<file path="src/rtl/mux_4_to_1.sv">
// mux_4_to_1: registered 4:1 WIDTH-bit mux with capture enable and valid strobe (optional y_par via MUX_4_TO_1_PARITY_EN)
module mux_4_to_1 #(
    parameter int WIDTH = 1
) (
    input  logic             clk,
    input  logic             rst,
    input  logic             en,
    input  logic [WIDTH-1:0] i0,
    input  logic [WIDTH-1:0] i1,
    input  logic [WIDTH-1:0] i2,
    input  logic [WIDTH-1:0] i3,
    input  logic             s0,
    input  logic             s1,
    output logic [WIDTH-1:0] y,
    output logic             y_valid,
`ifdef MUX_4_TO_1_PARITY_EN
    output logic             y_par,
`endif
    output logic [1:0]       sel_q
);
    logic [WIDTH-1:0] mux_w;
    logic [WIDTH-1:0] y_d;
    logic [WIDTH-1:0] y_q;
    logic             y_valid_d;
    logic             y_valid_q;
    logic [1:0]       sel_d;
`ifdef MUX_4_TO_1_PARITY_EN
    logic             y_par_d;
    logic             y_par_q;
`endif

    // full select decode; capture on en, otherwise hold, strobe follows en
    always_comb begin
        mux_w     = s1 ? (s0 ? i3 : i2) : (s0 ? i1 : i0);
        y_d       = en ? mux_w : y_q;
        sel_d     = en ? {s1, s0} : sel_q;
        y_valid_d = en;
`ifdef MUX_4_TO_1_PARITY_EN
        y_par_d   = en ? ^mux_w : y_par_q;
`endif
    end

    // output registers, cleared immediately by reset
    always_ff @(posedge clk or posedge rst) begin
        if (rst) begin
            y_q       <= '0;
            y_valid_q <= 1'b0;
            sel_q     <= 2'b00;
`ifdef MUX_4_TO_1_PARITY_EN
            y_par_q   <= 1'b0;
`endif
        end else begin
            y_q       <= y_d;
            y_valid_q <= y_valid_d;
            sel_q     <= sel_d;
`ifdef MUX_4_TO_1_PARITY_EN
            y_par_q   <= y_par_d;
`endif
        end
    end

    assign y       = y_q;
    assign y_valid = y_valid_q;
`ifdef MUX_4_TO_1_PARITY_EN
    assign y_par   = y_par_q;
`endif
endmodule

</file>
<file path="config.mk">
export PLATFORM = sky130hd
export DESIGN_NAME = mux_4_to_1
export DESIGN_NICKNAME = d
export VERILOG_FILES = /design/src/rtl/mux_4_to_1.sv
export SDC_FILE = /design/constraint.sdc
export NUM_CORES = 1
export LEC_CHECK = 0
export CAP_MARGIN = 15
export CORE_AREA = 2 2 39 41
export DETAILED_ROUTE_END_ITERATION = 10
export DIE_AREA = 0 0 41 43
export PLACE_DENSITY_LB_ADDON = 0.3
export SLEW_MARGIN = 40
export SYNTH_ARGS = -nofsm -noshare
export SYNTH_HDL_FRONTEND = slang
export SYNTH_SLANG_ARGS = --single-unit
</file>
<file path="constraint.sdc">
create_clock -name clk -period 0.8 [get_ports clk]
set_input_delay 0.16 -clock clk [delete_from_list [all_inputs] [get_ports clk]]
set_output_delay 0.16 -clock clk [all_outputs]
set_load 0.05 [all_outputs]
</file>
### Word level (Yosys, flattened, before mapping)

Cells that the tools add are included.

* register bits after elaboration: 4
* input bits: 9
* word-level logic and storage cells: 6

* multiplexer cells: 3

Operator list (number)
* $mux W1: 3

### Logic depth before layout (Yosys ltp)

* depth after elaboration: 2
* gate-level depth with buffers: 3
* mapped depth without buffers: 3

### Worst setup path before layout

Ideal clock, no wire load.

* path kind: register to register
* from: register y (netlist name)
* to: register y_q (netlist: y)
* data required time: 676 ps
* arrival time: 951 ps
* path slack: -275 ps
* path buffers: 0
* clock period less this slack: 1075 ps
* cell stages (with the launch flop): 3
* library setup time: 124 ps
* cell sequence: dfrtp_1 nor2b_1 a211o_1

RTL lines
* end signal: assignment: RTL line 53 `y_q <= y_d;`
* end: declaration: RTL line 23 `logic [WIDTH-1:0] y_q;`

### Worst setup path after layout

* from: register y_q (netlist: y)
* to: output y

RTL lines
* end: declaration: RTL line 14 `output logic [WIDTH-1:0] y,`

No word-level cell between the ends.

==> impl_metrics.tcl <==
set metrics [dict create \
    power.density_nw_per_um2 1870 \
    netlist_area_sq_um 170 \
    wire_per_inst_microns 8.73 \
    use_met2_pct 7.81 \
    grt_pass1_vias 180 \
    dr.first_iter.drc_count 3 \
    rsz0062_at_grt "yes" \
    fin_cells 48 \
    regToRegEndpoint "y" \
    synth_edf_count 0 \
    vias 174 \
    critPathKind "flip-flop to primary output" \
    fmax_mhz 966 \
    p_leak_nw 0.225 \
    gr-total-overflow 0 \
    synth_top_area_share_pct 58.8 \
    clk_latency_ns 0.24 \
    synth_cell_types 9 \
    finalHoldViolCount 0 \
    worstPathArrival_ns 0.88 \
    path_max_fanout 2 \
    num-fill-cells 155 \
    required_ns 0.64 \
    initial_core_util_pct 12.3 \
    slew-limit-headroom_pct 85.3 \
    dp_slack_ns -0.586 \
    fin_skew_ns 0 \
    multi_input_area_sq_um 65.1 \
    grt.busiest_layer "met4" \
    worst-r2r-cell-count 2 \
    hold_class "input port to async pin" \
    ys_seq_area_share_pct 58.8 \
    regToRegSetupSlack_ns -0.09 \
    ant_nets 0 \
    post-route-period-util_pct 129 \
    clkTransAtPathRegs_ns 0.04 \
    die_w_microns 41 \
    outcome "finished with violations" \
    areaGrowthSynthToFinish_pct 135 \
    endpoint "y" \
    core_area_sq_um 1380 \
    cp_slowest_cell "dfrtp_2" \
    ys_top_cells_by_area "dfrtp_1 59%, mux2i_1 12%, mux2_2 6.6%" \
    synth_async_sr_flop_share_pct 100 \
    violations "negative setup slack" \
    nets 42 \
    numCtsBuffers 3 \
    drv_cap 0 \
    worst_slack_ns -0.235 \
    critPathMaxStageDelay_ns 0.39 \
    clockBufferDepth 2 \
    first_pass_iters 2 \
    min_period_ns 1.04 \
    routed_via_density 3.63 \
    drv_slew 0 \
    antenna_found_initial 0 \
    met1_usage_pct 6.51 \
    cts_max_level 1 \
    worstPathCellList "buf_6, buf_12" \
    antennaDiodeCount 0 \
    yosys-top-cells-count "4 x dfrtp_1, 2 x inv_1, 2 x mux2i_1, 2 x nor2_1" \
    port_buffers 12 \
    placedCellCount 44 \
    grt_pass1_wl_microns 703 \
    use_met3_pct 3.66 \
    synth.avg_cell_area_sq_um 11.3 \
    synth_fp_nets 24 \
    synthCells 15 \
    finalSetupViolCount 5 \
    cp-startpoint "y" \
    final-seq-area_sq_um 104 \
    synth.largest_area_cell "dfrtp_1" \
    dieArea_sq_um 1760 \
    cts_tree "yes" \
    die_y_microns 43 \
    ys.flop_type "dfrtp_1" \
    final_layout_size_suffix_gt1_share_pct 43.8 \
    grt.total_usage_pct 6.45 \
    wl_microns 419 \
    ir_drop_mv 0.569 \
    r2r_start "y" \
    cts.sinks 4 \
    worst_pin_slew_ns 0.221 \
    startpoint_type "flip-flop" \
    cp-end-kind "primary output" \
    grt_max_degree 7 \
    ys_seq_elements 4 \
    post_cts_buffers 0 \
    rows 14 \
    synth_most_common_cell "dfrtp_1" \
    holdWs_ns 0.104 \
    yosysWarnings 0 \
    drc 0 \
    globalplace.congestion 0.626 \
    boundaryPins 13 \
    cts-root-buf "clkbuf_4" \
]
-- flip-flops by register name, summed over array words and instances, names as in the netlist --
name / count
sel_q: 2
y: 1
y_valid: 1
-- metrics by stage --
step                      utilization (%)  setup TNS (ns)  area [sq um]  power (mW)
after floorplan                         -          -0.290           174       0.333
after global placement               26.1           -1.15           362       0.478
after detailed placement             26.1           -1.25           362       0.482
after CTS                            28.1          -0.850           389       0.772
after global routing                 28.9          -0.905           400       0.792
final                                28.9          -0.785           400       0.750
-- placed cells by master, fill, tap and decap left out --
| cell type | instances |
|---|---|
| dlymetal6s2s_1 | 5 |
| buf_12 | 4 |
| clkbuf_4 | 3 |
| dfrtp_2 | 3 |
| inv_1 | 2 |
| mux2i_1 | 2 |
| nor2_1 | 2 |
| nand2_1 | 1 |
| o21ai_0 | 1 |
| mux2_2 | 1 |
| nor2b_2 | 1 |
| a211o_1 | 1 |
| clkbuf_1 | 1 |
| dlygate4sd2_1 | 1 |
| clkdlybuf4s50_1 | 1 |
| clkbuf_2 | 1 |
| buf_6 | 1 |
| dfrtp_1 | 1 |
-- logic make-up after synthesis --
family / after synthesis / share of synthesized area [%]
DFF: 4 / 58.8
and+or+nand+nor: 4 / 10.3
muxes: 3 / 18.4
AOI/OAI and AO/OA: 2 / 8.09
buffers and inverters: 2 / 4.41
-- metal layers --
metal	vias up	share of wire, %
met1	72	38
met4	0	4.3
met3	2	21
met2	15	37
met5	-	0
li1	85	-
-- report_power, final --
group / leakage (nW) / total [mW] / internal, mW / switching, mW
clock network: 0.0150 / 0.275 / 0.187 / 0.0876
registers: 0.0445 / 0.241 / 0.225 / 0.0157
logic: 0.165 / 0.235 / 0.128 / 0.106
total: 0.225 / 0.750 / 0.541 / 0.210
-- worst max-delay path, delay by kind of cell, from the launching register on --
| kind | cells | cell delay (ns) |
|---|---|---|
| flip-flops | 1 | 0.39 |
| buffers and inverters | 2 | 0.25 |
-- area by class of cell --
class | instances | share of cell area [%]
clock buffers | 4 | 6.56
inverters | 2 | 1.88
multi-input cells | 9 | 16.2
flip-flops and latches | 4 | 25.9
well taps | 16 | 5.00
repair buffers | 13 | 44.4
-- timing repair --
action | in CTS | in global routing
hold buffers | 0 | 0
setup endpoints to repair | 6 | 6
pin swaps | 1 | 3
endpoints found under the hold margin | 0 | 0
gates resized for setup | 3 | 8
-- worst min-delay path by stage --
| stage | from | endpoint | slack, ns | cells past startpoint |
|---|---|---|---|---|
| floorplan | rst | y_valid | -0.07 | 1 |
| global placement | rst | y_valid | 0.35 | 2 |
| detailed placement | rst | y_valid | 0.35 | 2 |
| CTS | rst | sel_q[1] | 0.10 | 2 |
| global route | rst | sel_q[1] | 0.13 | 2 |
| finish | rst | sel_q[0] | 0.10 | 2 |
Power figures use the tool's default switching activity.
